**src/rtl/kpg_iter_adder_if.sv**
```systemverilog
// kpg_iter_adder_if
//   Start/busy/done handshake and data bus for the iterative KPG adder.
//   master: multiplier controller side (drives start, a, b, cin)
//   slave : adder side (drives busy, done, sum, cout)
//   Signals:
//     start - request to add, sampled on the rising clock edge
//     a, b  - WIDTH-bit operands, sampled with start
//     cin   - carry-in, sampled with start
//     busy  - carry resolution in progress
//     done  - one-cycle pulse, sum/cout valid from this cycle
//     sum   - registered WIDTH-bit sum, held until the next done
//     cout  - registered carry-out, held with sum
interface kpg_iter_adder_if #(
  parameter int WIDTH = 24
);
  logic             start;
  logic [WIDTH-1:0] a;
  logic [WIDTH-1:0] b;
  logic             cin;
  logic             busy;
  logic             done;
  logic [WIDTH-1:0] sum;
  logic             cout;

  modport master (
    output start, a, b, cin,
    input  busy, done, sum, cout
  );

  modport slave (
    input  start, a, b, cin,
    output busy, done, sum, cout
  );
endinterface

```
**src/rtl/kpg_iter_adder.sv**
```systemverilog
// kpg_iter_adder
//   Iterative carry-resolution adder. One KPG combine level is reused over
//   STEPS log-distance prefix steps to resolve the whole carry vector, then
//   the sum and carry-out are registered.
//   Ports:
//     clk   - rising-edge clock
//     rst_n - asynchronous active-low reset
//     bus   - kpg_iter_adder_if slave modport (start/a/b/cin in,
//             busy/done/sum/cout out)
//   KPG code encoding {hi,lo}: 00 kill, 11 generate, 10 propagate.
module kpg_iter_adder #(
  parameter int WIDTH = 24
) (
  input logic            clk,
  input logic            rst_n,
  kpg_iter_adder_if.slave bus
);

  localparam int STEPS = $clog2(WIDTH + 1);
  localparam int KW    = $clog2(STEPS);

  localparam logic [1:0] KILL = 2'b00;
  localparam logic [1:0] GEN  = 2'b11;
  localparam logic [1:0] PROP = 2'b10;

  localparam logic [1:0] IDLE   = 2'd0;
  localparam logic [1:0] PREFIX = 2'd1;
  localparam logic [1:0] DONE   = 2'd2;

  logic [1:0]           state;
  logic [KW-1:0]        k;
  logic [WIDTH-1:0]     p;
  logic [WIDTH:0][1:0]  c;
  logic [WIDTH-1:0]     sum_q;
  logic                 cout_q;

  logic [WIDTH:0][1:0]  init_codes;
  logic [WIDTH:0][1:0]  stepped;
  logic [WIDTH-1:0]     sum_next;

  // Initial code per bit: hi = a|b, lo = a&b gives K/P/G and never 01.
  // Entry 0 carries the carry-in as a plain G or K.
  always_comb begin
    init_codes    = '0;
    init_codes[0] = bus.cin ? GEN : KILL;
    for (int i = 0; i < WIDTH; i++) begin
      init_codes[i+1] = {bus.a[i] | bus.b[i], bus.a[i] & bus.b[i]};
    end
  end

  // One combine level. The distance is selected from compile-time constants
  // so each step becomes a fixed wiring pattern muxed by k. All reads come
  // from the pre-step array, so entries updated this step never feed others.
  always_comb begin
    stepped = c;
    for (int s = 0; s < STEPS; s++) begin
      if (k == KW'(s)) begin
        for (int j = (1 << s); j <= WIDTH; j++) begin
          if (c[j] == PROP) begin
            stepped[j] = c[j - (1 << s)];
          end
        end
      end
    end
  end

  // Once every entry is resolved, the lo bit of c[i] is the carry into bit i.
  always_comb begin
    sum_next = '0;
    for (int i = 0; i < WIDTH; i++) begin
      sum_next[i] = p[i] ^ stepped[i][0];
    end
  end

  // Control and datapath registers. The result registers load only on the
  // last prefix step, so they hold steady through idle and later busy time.
  always_ff @(posedge clk or negedge rst_n) begin
    if (!rst_n) begin
      state  <= IDLE;
      k      <= '0;
      p      <= '0;
      c      <= '0;
      sum_q  <= '0;
      cout_q <= 1'b0;
    end else begin
      case (state)
        IDLE, DONE: begin
          if (bus.start) begin
            state <= PREFIX;
            k     <= '0;
            p     <= bus.a ^ bus.b;
            c     <= init_codes;
          end else begin
            state <= IDLE;
          end
        end
        PREFIX: begin
          c <= stepped;
          if (k == KW'(STEPS - 1)) begin
            state  <= DONE;
            sum_q  <= sum_next;
            cout_q <= stepped[WIDTH][0];
          end else begin
            k <= k + KW'(1);
          end
        end
        default: state <= IDLE;
      endcase
    end
  end

  assign bus.busy = (state == PREFIX);
  assign bus.done = (state == DONE);
  assign bus.sum  = sum_q;
  assign bus.cout = cout_q;

endmodule
```
**src/flat_wrapper.sv**
```systemverilog
// flat-port wrapper written by rule: the top's interface ports become plain ports
module kpg_iter_adder_flat 
#(
  parameter int WIDTH = 24
)
  (clk, rst_n, bus_start, bus_a, bus_b, bus_cin, bus_busy, bus_done, bus_sum, bus_cout);
  kpg_iter_adder_if #(.WIDTH(WIDTH)) bus_i ();
  input logic clk;
  input logic rst_n;
  input wire logic [$bits(bus_i.start)-1:0] bus_start;
  input wire logic [$bits(bus_i.a)-1:0] bus_a;
  input wire logic [$bits(bus_i.b)-1:0] bus_b;
  input wire logic [$bits(bus_i.cin)-1:0] bus_cin;
  output wire logic [$bits(bus_i.busy)-1:0] bus_busy;
  output wire logic [$bits(bus_i.done)-1:0] bus_done;
  output wire logic [$bits(bus_i.sum)-1:0] bus_sum;
  output wire logic [$bits(bus_i.cout)-1:0] bus_cout;
  assign bus_i.start = bus_start;
  assign bus_i.a = bus_a;
  assign bus_i.b = bus_b;
  assign bus_i.cin = bus_cin;
  assign bus_busy = bus_i.busy;
  assign bus_done = bus_i.done;
  assign bus_sum = bus_i.sum;
  assign bus_cout = bus_i.cout;
  kpg_iter_adder #(.WIDTH(WIDTH)) u_core (.clk(clk), .rst_n(rst_n), .bus(bus_i));
endmodule
```
**config.mk**
```make
export PLATFORM = sky130hd
export DESIGN_NAME = kpg_iter_adder_flat
export DESIGN_NICKNAME = d
export VERILOG_FILES = /design/src/rtl/kpg_iter_adder_if.sv /design/src/rtl/kpg_iter_adder.sv /design/src/flat_wrapper.sv
export SDC_FILE = /design/constraint.sdc
export NUM_CORES = 1
export LEC_CHECK = 0
export BUFFER_PORTS_ARGS = -buffer_cell sky130_fd_sc_hd__buf_2
export CELL_PAD_IN_SITES_DETAIL_PLACEMENT = 1
export CELL_PAD_IN_SITES_GLOBAL_PLACEMENT = 2
export CORE_ASPECT_RATIO = 1.75
export CORE_MARGIN = 10
export CORE_UTILIZATION = 36
export CTS_CLUSTER_SIZE = 24
export DETAILED_ROUTE_END_ITERATION = 16
export PLACE_DENSITY_LB_ADDON = 0.1
export REMOVE_ABC_BUFFERS = 1
export SLEW_MARGIN = 30
export SYNTH_ARGS = -nofsm -noshare
export SYNTH_HDL_FRONTEND = slang
export SYNTH_SLANG_ARGS = --single-unit
export TNS_END_PERCENT = 10
```
**constraint.sdc**
```tcl
create_clock -name clk -period 2.6 [get_ports clk]
set_input_delay 0.26 -clock clk [delete_from_list [all_inputs] [get_ports clk]]
set_output_delay 0.26 -clock clk [all_outputs]
set_load 0.02 [all_outputs]
```
==> impl_metrics.json <==
{
  "violations": "hold timing",
  "place_congestion": 0.931,
  "die_w_um": 128,
  "synthesis.instances": 883,
  "synth_warnings": 0,
  "synth-simple-area-share_pct": 19.5,
  "placementRows": 69,
  "synth_compound_area_share_pct": 24.0,
  "rrSetupSlack_ns": 0.02,
  "ys_seq_elements": 103,
  "fin_crit_ns": 2.58,
  "syn_to_final_growth_pct": 13.1,
  "met3_length_um": 760,
  "cp_slowest_cell": "a2111oi_0",
  "fp.dieArea_mm2": 0.0267,
  "skew_ns": 0.00985,
  "cts-root-buf": "clkbuf_16",
  "yosysSeqAreaShare_pct": 35.2,
  "fin_crit_sh_pct": 99.1,
  "dp_cells": 1172,
  "stdcell_area_mm2": 0.00828,
  "port_buffers": 78,
  "die-height_um": 209,
  "cts_max_level": 3,
  "ys_async_sr_fraction_pct": 100,
  "core_mm2": 0.0202,
  "cts_buffers": 9,
  "synthXorXnorAreaFrac_pct": 2.15,
  "final_common_cell": "nand2_1",
  "p_leak_nw": 3.97,
  "vdd_drop_max_mv": 0.552,
  "ys.flop_type": "dfrtp_1",
  "synth_top_family_by_area": "compound AO/OA/AOI/OAI gates",
  "synth-adder-area-share_pct": 9.06,
  "clk_pin_slew_worst_paths_ns": 0.08,
  "clock_sinks": 103,
  "synth_edf_count": 0,
  "dr_wl_met2_um": 15700,
  "relSlewSlack_pct": 53.5,
  "synth.area.mux_share_pct": 0.975,
  "cts_tree": "built",
  "drive_above_1_share_pct": 16.9,
  "avgSynthCellArea_um2": 8.29,
  "cp_cell_sequence": "inv_1 > ha_2 > buf_4 > buf_4 > nor3b_2 > a211o_1 > a31oi_1 > a2111oi_0 > o22ai_1",
  "crit_fanout": 17,
  "via_count": 6906,
  "rsz0062_at_grt": "true",
  "grt_pass1_vias": 7594,
  "critPathArrivalTime_ns": 2.78,
  "ios": 79,
  "drtIter0Drc": 342,
  "max_freq_mhz": 388,
  "timing.rr.end": "u_core.c[47]$_DFFE_PN0P_",
  "grt_pass1_wl_um": 44600,
  "reg2regPathDepth": 9,
  "n_antenna_cell": 0,
  "hold_viol_final": 39,
  "num-nets-final": 1040,
  "fin_cells": 1187,
  "regToRegStartpoint": "u_core.k[1]$_DFFE_PN0P_",
  "cts_buffer_depth": 2,
  "placed_area_mm2": 0.00800,
  "final_cell_mix": "161 x nand2_1, 103 x dfrtp_1, 77 x buf_2, 76 x inv_1, 51 x ha_1",
  "p_per_area_mw_per_mm2": 1400,
  "status": "complete, but fails checks",
  "wire_per_inst_um": 24.3,
  "clk_latency_ns": 0.37,
  "viasPerCell": 5.82,
  "dr.pass1.iters": 5,
  "drv_cap": 0,
  "grt_usage_pct": 21.5,
  "antenna_found_initial": 0,
  "finalMaxSlewViolations": 0,
  "path_common_cell": "buf_4",
  "drc": 0,
  "finalSetupTns_ns": 0,
  "grt_overflow": 0,
  "cp_data_required_time_ns": 2.80,
  "post-cts-setup-buffers": 0,
  "cp-start-kind": "register",
  "grt_max_degree": 104,
  "hold_class": "primary input to asynchronous set/reset pin",
  "dr.max_layer_used": "met4",
  "routed_wl_um": 28800,
  "hold_ws_ns": -0.0292,
  "endpoint_kind": "register",
  "slowest_delay_ns": 0.63,
  "worstMarginPinSlew_ns": 0.680,
  "hpwl_um": 21200,
  "finalSetupViolations": 0,
  "synth.cell_area_mm2": 0.00732,
  "start_util_pct": 36.2,
  "drt-met1-wl_um": 11000,
  "path_class": "register to register",
  "ant_nets": 0,
  "yosysUniqueCellTypes": 77
}
per-stage QoR:
stage | setup WS [ns] | utilization (%) | hold slack, ns | power (mW)
floorplan | -0.966 | - | -0.0356 | 7.33
global placement | 0.162 | 39.6 | 0.385 | 10.1
detailed placement | 0.0922 | 39.6 | 0.399 | 10.3
CTS | 0.0692 | 41.0 | 0.00483 | 11.7
global route | -0.0223 | 41.0 | 0.0242 | 12.5
finish | 0.0224 | 41.0 | -0.0292 | 11.6
where the power goes:
group          leakage, nW  internal, mW  switching (mW)
Sequential            1.26          2.38            1.30
Combinational         2.58          2.55            4.03
Clock                0.132         0.677           0.679
Total                 3.97          5.60            6.01
registers in the layout (all words and copies together) (netlist names):
register and cells:
u_core.p 24, u_core.bus.cout 1, u_core.state 2, u_core.bus.sum 24, u_core.c 49, u_core.k 3
critical path: cells and delay by family (launching register included):
kind | cells | cell delay [ns]
AO/OA/AOI/OAI | 4 | 1.04
buffers and inverters | 3 | 0.50
flip-flops | 1 | 0.40
adder cells (fa/ha/maj) | 1 | 0.33
AND/OR/NAND/NOR | 1 | 0.14
synthesized netlist by cell type, drive strengths merged, types with 5 or more instances:
| library cell | count | area (um^2) |
|---|---|---|
| a2111oi | 5 | 51.3 |
| a211o | 9 | 78.8 |
| a211oi | 10 | 95.1 |
| a21oi | 46 | 230 |
| a221o | 12 | 120 |
| a221oi | 6 | 58.8 |
| a22oi | 8 | 60.1 |
| a31oi | 15 | 93.8 |
| a41oi | 5 | 43.8 |
| and3 | 10 | 62.6 |
| buf | 38 | 233 |
| clkbuf | 37 | 140 |
| dfrtp | 103 | 2580 |
| ha | 53 | 663 |
| inv | 78 | 293 |
| mux2i | 6 | 60.1 |
| nand2 | 163 | 619 |
| nand2b | 13 | 81.3 |
| nand3 | 10 | 50.1 |
| nand3b | 6 | 45.0 |
| nor2 | 34 | 130 |
| nor2b | 12 | 75.1 |
| nor3 | 7 | 46.3 |
| nor3b | 20 | 170 |
| o211ai | 10 | 80.1 |
| o21ai | 70 | 354 |
| o221ai | 11 | 96.3 |
| o22ai | 13 | 81.3 |
| o311ai | 10 | 87.6 |
| o31ai | 5 | 42.5 |
| xor2 | 14 | 123 |
layer usage:
metal	global-route usage, %	vias up
met4	11.5	0
met2	39.4	138
met1	23.1	3524
met3	2.76	61
met5	0	-
li1	-	3183
area by class of cell:
class | instances | area [um^2]
multi-input combinational | 626 | 4090
tap | 248 | 310
fill | 2481 | 11900
clock buffer | 11 | 243
inverter | 79 | 297
sequential | 103 | 2580
clock inverter | 4 | 30.0
timing repair buffer | 116 | 728
kinds of logic (layout without fill, tap and decap cells):
family,Yosys count,count (layout)
xor+xnor,18,18
compound gates,255,255
fa+ha+maj,53,53
mux,7,7
simple gates,293,293
flops,103,103
buf+inv,154,210
what timing repair did:
item / CTS / global route
hold buffers: 0 / 0
resized for setup: 0 / 1
setup endpoints to repair: 0 / 3
worst max path at each step:
stage,from,to,slack [ns],depth (start not counted)
4_1_cts,u_core.k[1]$_DFFE_PN0P_,u_core.c[47]$_DFFE_PN0P_,0.07,9
3_5_place_dp,u_core.k[1]$_DFFE_PN0P_,u_core.c[47]$_DFFE_PN0P_,0.09,9
3_3_place_gp,u_core.k[0]$_DFFE_PN0P_,u_core.bus.sum[10]$_DFFE_PN0P_,0.16,9
5_1_grt,u_core.k[0]$_DFFE_PN0P_,u_core.bus.sum[10]$_DFFE_PN0P_,-0.02,9
6_report,u_core.k[1]$_DFFE_PN0P_,u_core.c[47]$_DFFE_PN0P_,0.02,9
2_1_floorplan,u_core.state[0]$_DFFE_PN0P_,u_core.c[35]$_DFFE_PN0P_,-0.97,5
No activity file was read; power rests on OpenSTA's default activity.
